### src/rtl/tea_cbc_ctrl_pkg.sv
// Shared types and constants for the TEA block-mode controller.
package tea_pkg;
  localparam int          WORD_SIZE_DEF    = 32;
  localparam int          ROUND_NUMBER_DEF = 32;
  localparam logic [31:0] TEA_DELTA        = 32'h9e3779b9;

  typedef enum logic [2:0] {
    ST_IDLE, ST_GET0, ST_GET1, ST_RUN, ST_PUT0, ST_PUT1, ST_DRAIN, ST_ERR
  } state_e;

  // Cycles a block may spend in RUN/DRAIN before the core is declared hung.
  function automatic int wdog_limit(input int rounds, input int slack);
    return 4 * rounds + slack;
  endfunction
endpackage

### src/rtl/tea_cbc_ctrl_if.sv
// Word-stream input and result-stream output of the TEA block-mode controller.
interface tea_cbc_ctrl_if
  import tea_pkg::*;
#(parameter int WORD_SIZE = WORD_SIZE_DEF);
  logic                 iInValid;
  logic [WORD_SIZE-1:0] iInData;
  logic                 oInReady;
  logic                 oOutValid;
  logic [WORD_SIZE-1:0] oOutData;
  logic                 iOutReady;

  modport master (output iInValid, iInData, iOutReady,
                  input  oInReady, oOutValid, oOutData);
  modport slave  (input  iInValid, iInData, iOutReady,
                  output oInReady, oOutValid, oOutData);
endinterface

### src/rtl/tea_cbc_ctrl_key_file.sv
// 4-entry key file: one synchronous write port, one combinational read port for the core.
module tea_key_file
  import tea_pkg::*;
#(parameter int WORD_SIZE = WORD_SIZE_DEF) (
  input  logic                 clk,
  input  logic                 rst,
  input  logic                 we,
  input  logic [1:0]           waddr,
  input  logic [WORD_SIZE-1:0] wdata,
  input  logic [1:0]           raddr,
  output logic [WORD_SIZE-1:0] rdata
);
  logic [3:0][WORD_SIZE-1:0] key;

  always_ff @(posedge clk or negedge rst)
    if (!rst)    key <= '0;
    else if (we) key[waddr] <= wdata;

  assign rdata = key[raddr];
endmodule

### src/rtl/tea_cbc_ctrl.sv
// Block-mode controller in front of a TEA core: packs word pairs, drives the core, chains results.
// TEA_CBC_CHAIN_EN selects CBC chaining; without it the block runs ECB and ignores the IV inputs.
module tea_cbc_ctrl
  import tea_pkg::*;
#(
  parameter int WORD_SIZE    = WORD_SIZE_DEF,
  parameter int ROUND_NUMBER = ROUND_NUMBER_DEF,
  parameter int WDOG_SLACK   = 16
) (
  input  logic                 clk,
  input  logic                 rst,
  input  logic                 iKeyWe,
  input  logic [1:0]           iKeyAddr,
  input  logic [WORD_SIZE-1:0] iKeyData,
  input  logic                 iIvLoad,
  input  logic [WORD_SIZE-1:0] iIv0,
  input  logic [WORD_SIZE-1:0] iIv1,
  input  logic                 iMode,
  tea_cbc_ctrl_if.slave        s,
  output logic [WORD_SIZE-1:0] oV0,
  output logic [WORD_SIZE-1:0] oV1,
  output logic                 oStartCipher,
  output logic                 oStartDecipher,
  input  logic [1:0]           iKeyAddress,
  output logic [WORD_SIZE-1:0] oKeySub,
  input  logic [WORD_SIZE-1:0] iC0,
  input  logic [WORD_SIZE-1:0] iC1,
  input  logic                 iCoreDone,
  output logic                 oBusy,
  output logic                 oError
);
  localparam int LIMIT = wdog_limit(ROUND_NUMBER, WDOG_SLACK);
  localparam int CW    = $clog2(LIMIT) + 1;
  localparam int BW    = 2 * WORD_SIZE;

  state_e               state, state_nx;
  logic                 mode, in_hs, out_hs, wdog_hit;
  logic [WORD_SIZE-1:0] w0, r0, r1;
  logic [CW-1:0]        cnt;
  logic [BW-1:0]        chain_x, res;

  assign in_hs    = s.iInValid && s.oInReady;
  assign out_hs   = s.oOutValid && s.iOutReady;
  assign wdog_hit = (state == ST_RUN || state == ST_DRAIN) && (cnt == CW'(LIMIT - 1));

  tea_key_file #(.WORD_SIZE(WORD_SIZE)) u_key (
    .clk   (clk),
    .rst   (rst),
    .we    (iKeyWe && state == ST_IDLE),
    .waddr (iKeyAddr),
    .wdata (iKeyData),
    .raddr (iKeyAddress),
    .rdata (oKeySub)
  );

  always_ff @(posedge clk or negedge rst)
    if (!rst) state <= ST_IDLE;
    else      state <= state_nx;

  always_comb begin
    state_nx = state;
    case (state)
      ST_IDLE:  if (s.iInValid) state_nx = ST_GET0;
      ST_GET0:  if (in_hs)      state_nx = ST_GET1;
      ST_GET1:  if (in_hs)      state_nx = ST_RUN;
      ST_RUN:   if (iCoreDone)  state_nx = ST_PUT0;
      ST_PUT0:  if (out_hs)     state_nx = ST_PUT1;
      ST_PUT1:  if (out_hs)     state_nx = ST_DRAIN;
      // the core must release done before another block may start
      ST_DRAIN: if (!iCoreDone) state_nx = s.iInValid ? ST_GET0 : ST_IDLE;
      default:                  state_nx = ST_ERR;
    endcase
    if (wdog_hit) state_nx = ST_ERR;
  end

  always_comb begin
    s.oInReady     = (state == ST_GET0) || (state == ST_GET1);
    s.oOutValid    = (state == ST_PUT0) || (state == ST_PUT1);
    s.oOutData     = (state == ST_PUT0) ? r0 : (state == ST_PUT1) ? r1 : '0;
    oStartCipher   = (state == ST_RUN) && !mode;
    oStartDecipher = (state == ST_RUN) && mode;
    oBusy          = (state != ST_IDLE);
    oError         = (state == ST_ERR);
  end

`ifdef TEA_CBC_CHAIN_EN
  logic [BW-1:0] chain, hold;

  assign chain_x = mode ? '0 : chain;
  assign res     = mode ? ({iC0, iC1} ^ chain) : {iC0, iC1};

  // enc chains on the ciphertext, dec chains on the raw input block
  always_ff @(posedge clk or negedge rst)
    if (!rst) begin
      chain <= '0;
      hold  <= '0;
    end else begin
      if (state == ST_IDLE && iIvLoad)     chain <= {iIv0, iIv1};
      else if (state == ST_RUN && iCoreDone) chain <= mode ? hold : {iC0, iC1};
      if (state == ST_GET1 && in_hs)       hold  <= {w0, s.iInData};
    end
`else
  logic unused_iv;
  assign unused_iv = ^{iIvLoad, iIv0, iIv1};
  assign chain_x   = '0;
  assign res       = {iC0, iC1};
`endif

  always_ff @(posedge clk or negedge rst)
    if (!rst) begin
      w0   <= '0;
      mode <= 1'b0;
      oV0  <= '0;
      oV1  <= '0;
      r0   <= '0;
      r1   <= '0;
      cnt  <= '0;
    end else begin
      if (state == ST_GET0 && in_hs) begin
        w0   <= s.iInData;
        mode <= iMode;
      end
      if (state == ST_GET1 && in_hs) {oV0, oV1} <= {w0, s.iInData} ^ chain_x;
      if (state == ST_RUN && iCoreDone) {r0, r1} <= res;
      // saturating: a hung core must not wrap back below the limit
      if (state == ST_GET1 && in_hs) cnt <= '0;
      else if ((state == ST_RUN || state == ST_DRAIN) && cnt != CW'(LIMIT))
        cnt <= cnt + CW'(1);
    end
endmodule

### src/flat_wrapper.sv
// flat-port wrapper written by rule: the top's interface ports become plain ports
module tea_cbc_ctrl_flat import tea_pkg::*;
#(
  parameter int WORD_SIZE    = WORD_SIZE_DEF,
  parameter int ROUND_NUMBER = ROUND_NUMBER_DEF,
  parameter int WDOG_SLACK   = 16
)
  (clk, rst, iKeyWe, iKeyAddr, iKeyData, iIvLoad, iIv0, iIv1, iMode, oV0, oV1, oStartCipher, oStartDecipher, iKeyAddress, oKeySub, iC0, iC1, iCoreDone, oBusy, oError, s_iInValid, s_iInData, s_iOutReady, s_oInReady, s_oOutValid, s_oOutData);
  tea_cbc_ctrl_if #(.WORD_SIZE(WORD_SIZE)) s_i ();
  input  logic clk;
  input  logic rst;
  input  logic iKeyWe;
  input  logic [1:0] iKeyAddr;
  input  logic [WORD_SIZE-1:0] iKeyData;
  input  logic iIvLoad;
  input  logic [WORD_SIZE-1:0] iIv0;
  input  logic [WORD_SIZE-1:0] iIv1;
  input  logic iMode;
  output logic [WORD_SIZE-1:0] oV0;
  output logic [WORD_SIZE-1:0] oV1;
  output logic oStartCipher;
  output logic oStartDecipher;
  input  logic [1:0] iKeyAddress;
  output logic [WORD_SIZE-1:0] oKeySub;
  input  logic [WORD_SIZE-1:0] iC0;
  input  logic [WORD_SIZE-1:0] iC1;
  input  logic iCoreDone;
  output logic oBusy;
  output logic oError;
  input wire logic [$bits(s_i.iInValid)-1:0] s_iInValid;
  input wire logic [$bits(s_i.iInData)-1:0] s_iInData;
  input wire logic [$bits(s_i.iOutReady)-1:0] s_iOutReady;
  output wire logic [$bits(s_i.oInReady)-1:0] s_oInReady;
  output wire logic [$bits(s_i.oOutValid)-1:0] s_oOutValid;
  output wire logic [$bits(s_i.oOutData)-1:0] s_oOutData;
  assign s_i.iInValid = s_iInValid;
  assign s_i.iInData = s_iInData;
  assign s_i.iOutReady = s_iOutReady;
  assign s_oInReady = s_i.oInReady;
  assign s_oOutValid = s_i.oOutValid;
  assign s_oOutData = s_i.oOutData;
  tea_cbc_ctrl #(.WORD_SIZE(WORD_SIZE), .ROUND_NUMBER(ROUND_NUMBER), .WDOG_SLACK(WDOG_SLACK)) u_core (.clk(clk), .rst(rst), .iKeyWe(iKeyWe), .iKeyAddr(iKeyAddr), .iKeyData(iKeyData), .iIvLoad(iIvLoad), .iIv0(iIv0), .iIv1(iIv1), .iMode(iMode), .s(s_i), .oV0(oV0), .oV1(oV1), .oStartCipher(oStartCipher), .oStartDecipher(oStartDecipher), .iKeyAddress(iKeyAddress), .oKeySub(oKeySub), .iC0(iC0), .iC1(iC1), .iCoreDone(iCoreDone), .oBusy(oBusy), .oError(oError));
endmodule
### config.mk
export PLATFORM = sky130hd
export DESIGN_NAME = tea_cbc_ctrl_flat
export DESIGN_NICKNAME = d
export VERILOG_FILES = /design/src/rtl/tea_cbc_ctrl_pkg.sv /design/src/rtl/tea_cbc_ctrl_if.sv /design/src/rtl/tea_cbc_ctrl_key_file.sv /design/src/rtl/tea_cbc_ctrl.sv /design/src/flat_wrapper.sv
export SDC_FILE = /design/constraint.sdc
export NUM_CORES = 1
export LEC_CHECK = 0
export CORE_ASPECT_RATIO = 1.5
export CORE_MARGIN = 8
export CORE_UTILIZATION = 25
export CTS_BUF_LIST = sky130_fd_sc_hd__clkbuf_8
export DETAILED_ROUTE_END_ITERATION = 10
export PLACE_DENSITY = 0.57
export SYNTH_ARGS = -nofsm -noshare
export SYNTH_HDL_FRONTEND = slang
export SYNTH_HIERARCHICAL = 1
export SYNTH_SLANG_ARGS = --single-unit
### constraint.sdc
create_clock -name clk -period 5.4 [get_ports clk]
set_input_delay 1.08 -clock clk [delete_from_list [all_inputs] [get_ports clk]]
set_output_delay 1.08 -clock clk [all_outputs]
set_load 0.02 [all_outputs]
# After elaboration in Yosys (flattened, before gate mapping)
# Index checks and enable logic that the tools add are counted.
[word_totals] out_inout_bits=134 reg_bits=301 in_bits=204
[classes] n_addsub=1 order_cmp=3 reduce_logical=19 n_eq_ne=16 muxes=19
[ops] cell="$bwmux 128" count=1
[ops] cell="$mux 32" count=4
[ops] cell="$bmux 32 s2" count=1
[ops] cell="$demux 32 s2" count=1
[ops] cell="$mux 3" count=8
[ops] cell="$pmux 3 s7" count=1
[ops] cell="$mux 9" count=2
[ops] cell="$eq 3x3->1 const B" count=4
[ops] cell="$ne 3x1->1 const B" count=4
[ops] cell="$logic_and 1x1->1" count=11
[ops] cell="$add 9x1->9 const B" count=1
[ops] cell="$eq 9x8->1 const B" count=1
[ops] cell="$ne 3x2->1 const B" count=3
[ops] cell="$ne 9x8->1 const B" count=1
[ops] cell="$reduce_and 7->1" count=1
[ops] cell="$eq 3x2->1 const B" count=2
[ops] cell="$lt 2x3->1 const B" count=2
[ops] cell="$eq 3x1->1 const B" count=1
[ops] cell="$logic_not 3->1" count=1
[ops] cell="$logic_or 1x1->1" count=3
[ops] cell="$reduce_bool 3->1" count=1
[ops] cell="$ge 2x1->1 const B" count=1
[ops] cell="$reduce_bool 2->1" count=1
[ops] cell="$logic_not 1->1" count=1
[ops] cell="$mux 1" count=1

# Depth between registers and ports, before layout
[depth] depth_word=6 ltp_mapped=7

# Cells and area by module
# Netlist, hierarchy kept.
[by_module_without_submodules] mod="tea_cbc_ctrl" seq_area_each_um2=4329.2 cells_each=503 area_per_inst_um2=7231.9 n_inst=1
[by_module_without_submodules] mod="tea_key_file" seq_area_each_um2=3203.1 cells_each=311 area_per_inst_um2=5504.0 n_inst=1

# Least setup slack after synthesis
# Ideal clock, no wire load.
[synth_timing] path_kind="input-to-output" startpoint="in iKeyAddress[0]" endpoint="out oKeySub[0]" t_arrival_ns=2.028 slack_ns=2.292 n_path_buf=2 stages=3 path_cell_list="buf_2 > buf_4 > mux4_2"
[synth_via] elab_chain_len=2
[synth_lines] element="start: declaration" line_no="flat_wrapper.sv:23" rtl="input logic [1:0] iKeyAddress;"
[synth_lines] element="$bmux 32 s2" line_no="tea_cbc_ctrl_key_file.sv:19" rtl="assign rdata = key[raddr];"
[synth_lines] element="$mux 32 (implied by the code)" line_no="tea_cbc_ctrl_key_file.sv:19"
[synth_lines] element="end: declaration" line_no="flat_wrapper.sv:24" rtl="output logic [WORD_SIZE-1:0] oKeySub;"
# Every way passes these cells. The select of a mux whose other input is x is not followed.

# Final worst setup path
[layout_timing] startpoint="in iKeyAddress[0]" endpoint="out oKeySub[13]"
# Same word-level chain as after synthesis.

==> impl_metrics.ini <==
[routing]
ant_nets = 0
vias = 7826
drtIter0Drc = 237
route.detailed.drc = 0
drtPass1Iterations = 4
routed_wl_um = 32700
vias_per_cell = 4.32
wire_per_inst_um = 18.1

[sta]
setup_violations = 0
worstMarginPinSlew_ns = 0.995
timing.fmax_ghz = 0.244
hold_violations = 0
period_needed_ns = 4.11
fin_crit_sh_pct = 76.0
rsz0062_at_grt = false
setup_tns_ns = 0
finalMaxSlewViolations = 0
relSlewSlack_pct = 33.7
fin_skew_ns = 0.0328

[worst_setup_path]
cp_max_fo = 17
critPathArrivalTime_ns = 3.03
crit_type = in -> out
max_stage_delay_ns = 0.57
crit_path_cell_trace = buf_2, buf_12, mux4_2, clkdlybuf4s50_1
slowest_stage = mux4_2
cp-start-kind = input port
cp-end-kind = output port
required_ns = 4.32

[clocking]
clockBufferDepth = 3
tritoncts = yes
cts_resized = 0
hold_buffers = 0
post_cts_buffers = 0
clkTransAtPathRegs_ns = 0.06
cts_sinks = 301
clock_latency_ns = 0.62
cts_root_buffer = clkbuf_8
htree_levels = 2
cts_buffers = 51

[logic_synthesis]
ys_warn_count = 6
postSynthCellCount = 814
syn-num-nets = 1020
syn-mean-instance-area_um2 = 15.6
synth_top_area_share_pct = 59.1
yosys.area.top_type = dfrtp_1
synth_mux_area_share_pct = 33.9
synth_fa_ha_area_share_pct = 0.196
ys_top_cells_by_area = dfrtp_1 59%, mux2_2 25%, mux4_2 5.7%, mux2i_1 2.6%, buf_2 1.3%
synthSimpleGateAreaFrac_pct = 3.01
synth_seq_cells = 301
synth_compound_area_share_pct = 1.03
syn-cell-area_mm2 = 0.0127
synth_top_family_by_area = multiplexers
synth_xor_area_share_pct = 0.491
synth_seq_area_share_pct = 59.1
synth_cell_type_count = 38

[cells_and_area]
drive_gt1_share_pct = 37.2
fin_cells = 1810
area_growth_pct = 36.3
fill_cells = 4989
fin_nets = 1308

[grt]
grt_pass1_vias = 8773
grt_usage_pct = 11.1
antenna_found_initial = 2
grt_max_degree = 143
grt-ovfl-total = 0
grt_pass1_wl_um = 51700

[placed_design]
gp_congestion = 0.683
dp.cells = 1718
dp_hpwl_um = 22100
port-buffer-count = 272

[floorplan]
die-area_mm2 = 0.0586
dieWidth_um = 200
die_h_um = 292
initial_utilization_pct = 25.2
rows = 101
io_pins = 338
core_area_mm2 = 0.0505

[power_and_ir_drop]
irDropWorstVdd_mv = 0.242
power_density_mw_per_mm2 = 277
p_leak_nw = 8.27

[outcome]
outcome = complete, no violations

[run]
maxCapViolations = 0

[hold_path]
hold_path_class = in -> async
-- final timing paths --
| path | start | endpoint | slack (ns) | depth (start not counted) |
|---|---|---|---|---|
| max | iKeyAddress[0] | oKeySub[13] | 1.29 | 4 |
| min | rst | u_core/oV1[18] | 0.45 | 1 |
| max reg2reg | u_core/state[0] | u_core/u_key/key[31] | 2.24 | 5 |
| min reg2reg | u_core/u_key/key[24] | u_core/u_key/key[24] | 0.49 | 1 |
| max in group asynchronous | rst | u_core/r1[22] | 3.63 | 2 |
| min in group clk | u_core/u_key/key[24] | u_core/u_key/key[24] | 0.49 | 1 |
-- worst max-delay path: cells and delay by family --
family	cells	cell delay, ns
buffers and inverters	3	1.36
muxes	1	0.57
-- layer usage --
layer / GRT usage (%) / share of wire, % / wire length (um)
met1: 12.0 / 38 / 12500
met2: 20.0 / 53 / 17300
met3: 3.37 / 6.3 / 2070
met4: 4.17 / 2.6 / 835
met5: 0 / 0 / 0
-- synthesized netlist by cell type --
library cell	count
a21boi_0	1
a21oi_1	5
and3_1	2
and3b_1	2
buf_1	4
buf_2	33
buf_4	8
clkbuf_1	5
dfrtp_1	301
ha_1	2
inv_1	7
mux2_1	2
mux2_2	288
mux2i_1	33
mux4_2	32
nand2_1	5
nand2b_1	3
nand3_1	2
nand3_2	1
nand3b_1	4
nand4_1	4
nand4bb_1	1
nor2_1	39
nor2b_1	1
nor3_1	1
nor3b_1	1
nor3b_2	1
o2111ai_1	1
o211ai_1	4
o211ai_2	1
o21ai_0	5
o31ai_1	3
or3_1	3
or4_1	3
or4b_1	1
xnor2_1	2
xor2_1	2
xor2_4	1
-- cells by family (layout without fill, tap and decap cells) --
logic type | count (synthesis) | after routing
multiplexers | 355 | 355
buffers and inverters | 57 | 383
AND/OR/NAND/NOR | 74 | 74
flip-flops | 301 | 301
AO/OA/AOI/OAI | 20 | 20
adder cells (fa/ha/maj) | 2 | 2
XOR/XNOR | 5 | 5
other | 0 | 1
-- cells in the final DEF (no fill, tap or decap), drive strengths merged --
cell type,Yosys,routed
inv,7,18
mux4,32,32
o31ai,3,3
nor2b,1,1
a21oi,5,5
xnor2,2,2
or4,3,3
clkbuf,5,73
mux2,290,290
nand3,3,3
nor3,1,1
or3,3,3
o21ai,5,5
and3,2,2
ha,2,2
buf,45,16
nor2,39,39
nand4bb,1,1
nor3b,2,2
or4b,1,1
bufinv,0,2
clkdlybuf4s50,0,269
a21boi,1,1
dfrtp,301,301
nand2,5,5
diode,0,1
nand3b,4,4
o211ai,5,5
clkinv,0,5
mux2i,33,33
nand2b,3,3
o2111ai,1,1
and3b,2,2
nand4,4,4
xor2,3,3
-- through the flow --
stage | setup WS (ns) | utilization, % | cell area [um2] | hold WS, ns | power, mW
final | 1.29 | 34.3 | 17400 | 0.450 | 4.80
after global routing | 1.10 | 34.3 | 17400 | 0.448 | 5.03
after CTS | 1.22 | 34.3 | 17400 | 0.418 | 4.93
after detailed placement | 1.23 | 32.0 | 16200 | 0.484 | 2.60
after global placement | 1.22 | 32.0 | 16200 | 0.469 | 2.59
after floorplan | 2.29 | - | 12700 | 0.453 | 2.40
-- layout make-up --
cell class / count / area [um2] / share of cell area [%]
Clock inverter: 18 / 155 / 0.894
Timing Repair Buffer: 285 / 2870 / 16.5
Clock buffer: 73 / 1000 / 5.79
Sequential cell: 301 / 7530 / 43.4
Tap cell: 669 / 837 / 4.82
Multi-Input combinational cell: 456 / 4930 / 28.4
Inverter: 7 / 26.3 / 0.151
Antenna cell: 1 / 2.50 / 0.0144
-- flip-flops by register name, indices dropped and copies added, names as in the netlist --
name / count
u_core/cnt: 9
u_core/mode: 1
u_core/w0: 32
u_core/r1: 32
u_core/r0: 32
u_core/oV0: 32
u_core/state: 3
u_core/u_key/key: 128
u_core/oV1: 32
-- power by group --
group	switching (mW)	total, mW	internal (mW)
logic	0.114	0.260	0.146
registers	0.0109	2.29	2.28
clock network	0.952	2.25	1.30
No activity file was read; power rests on OpenSTA's default activity.
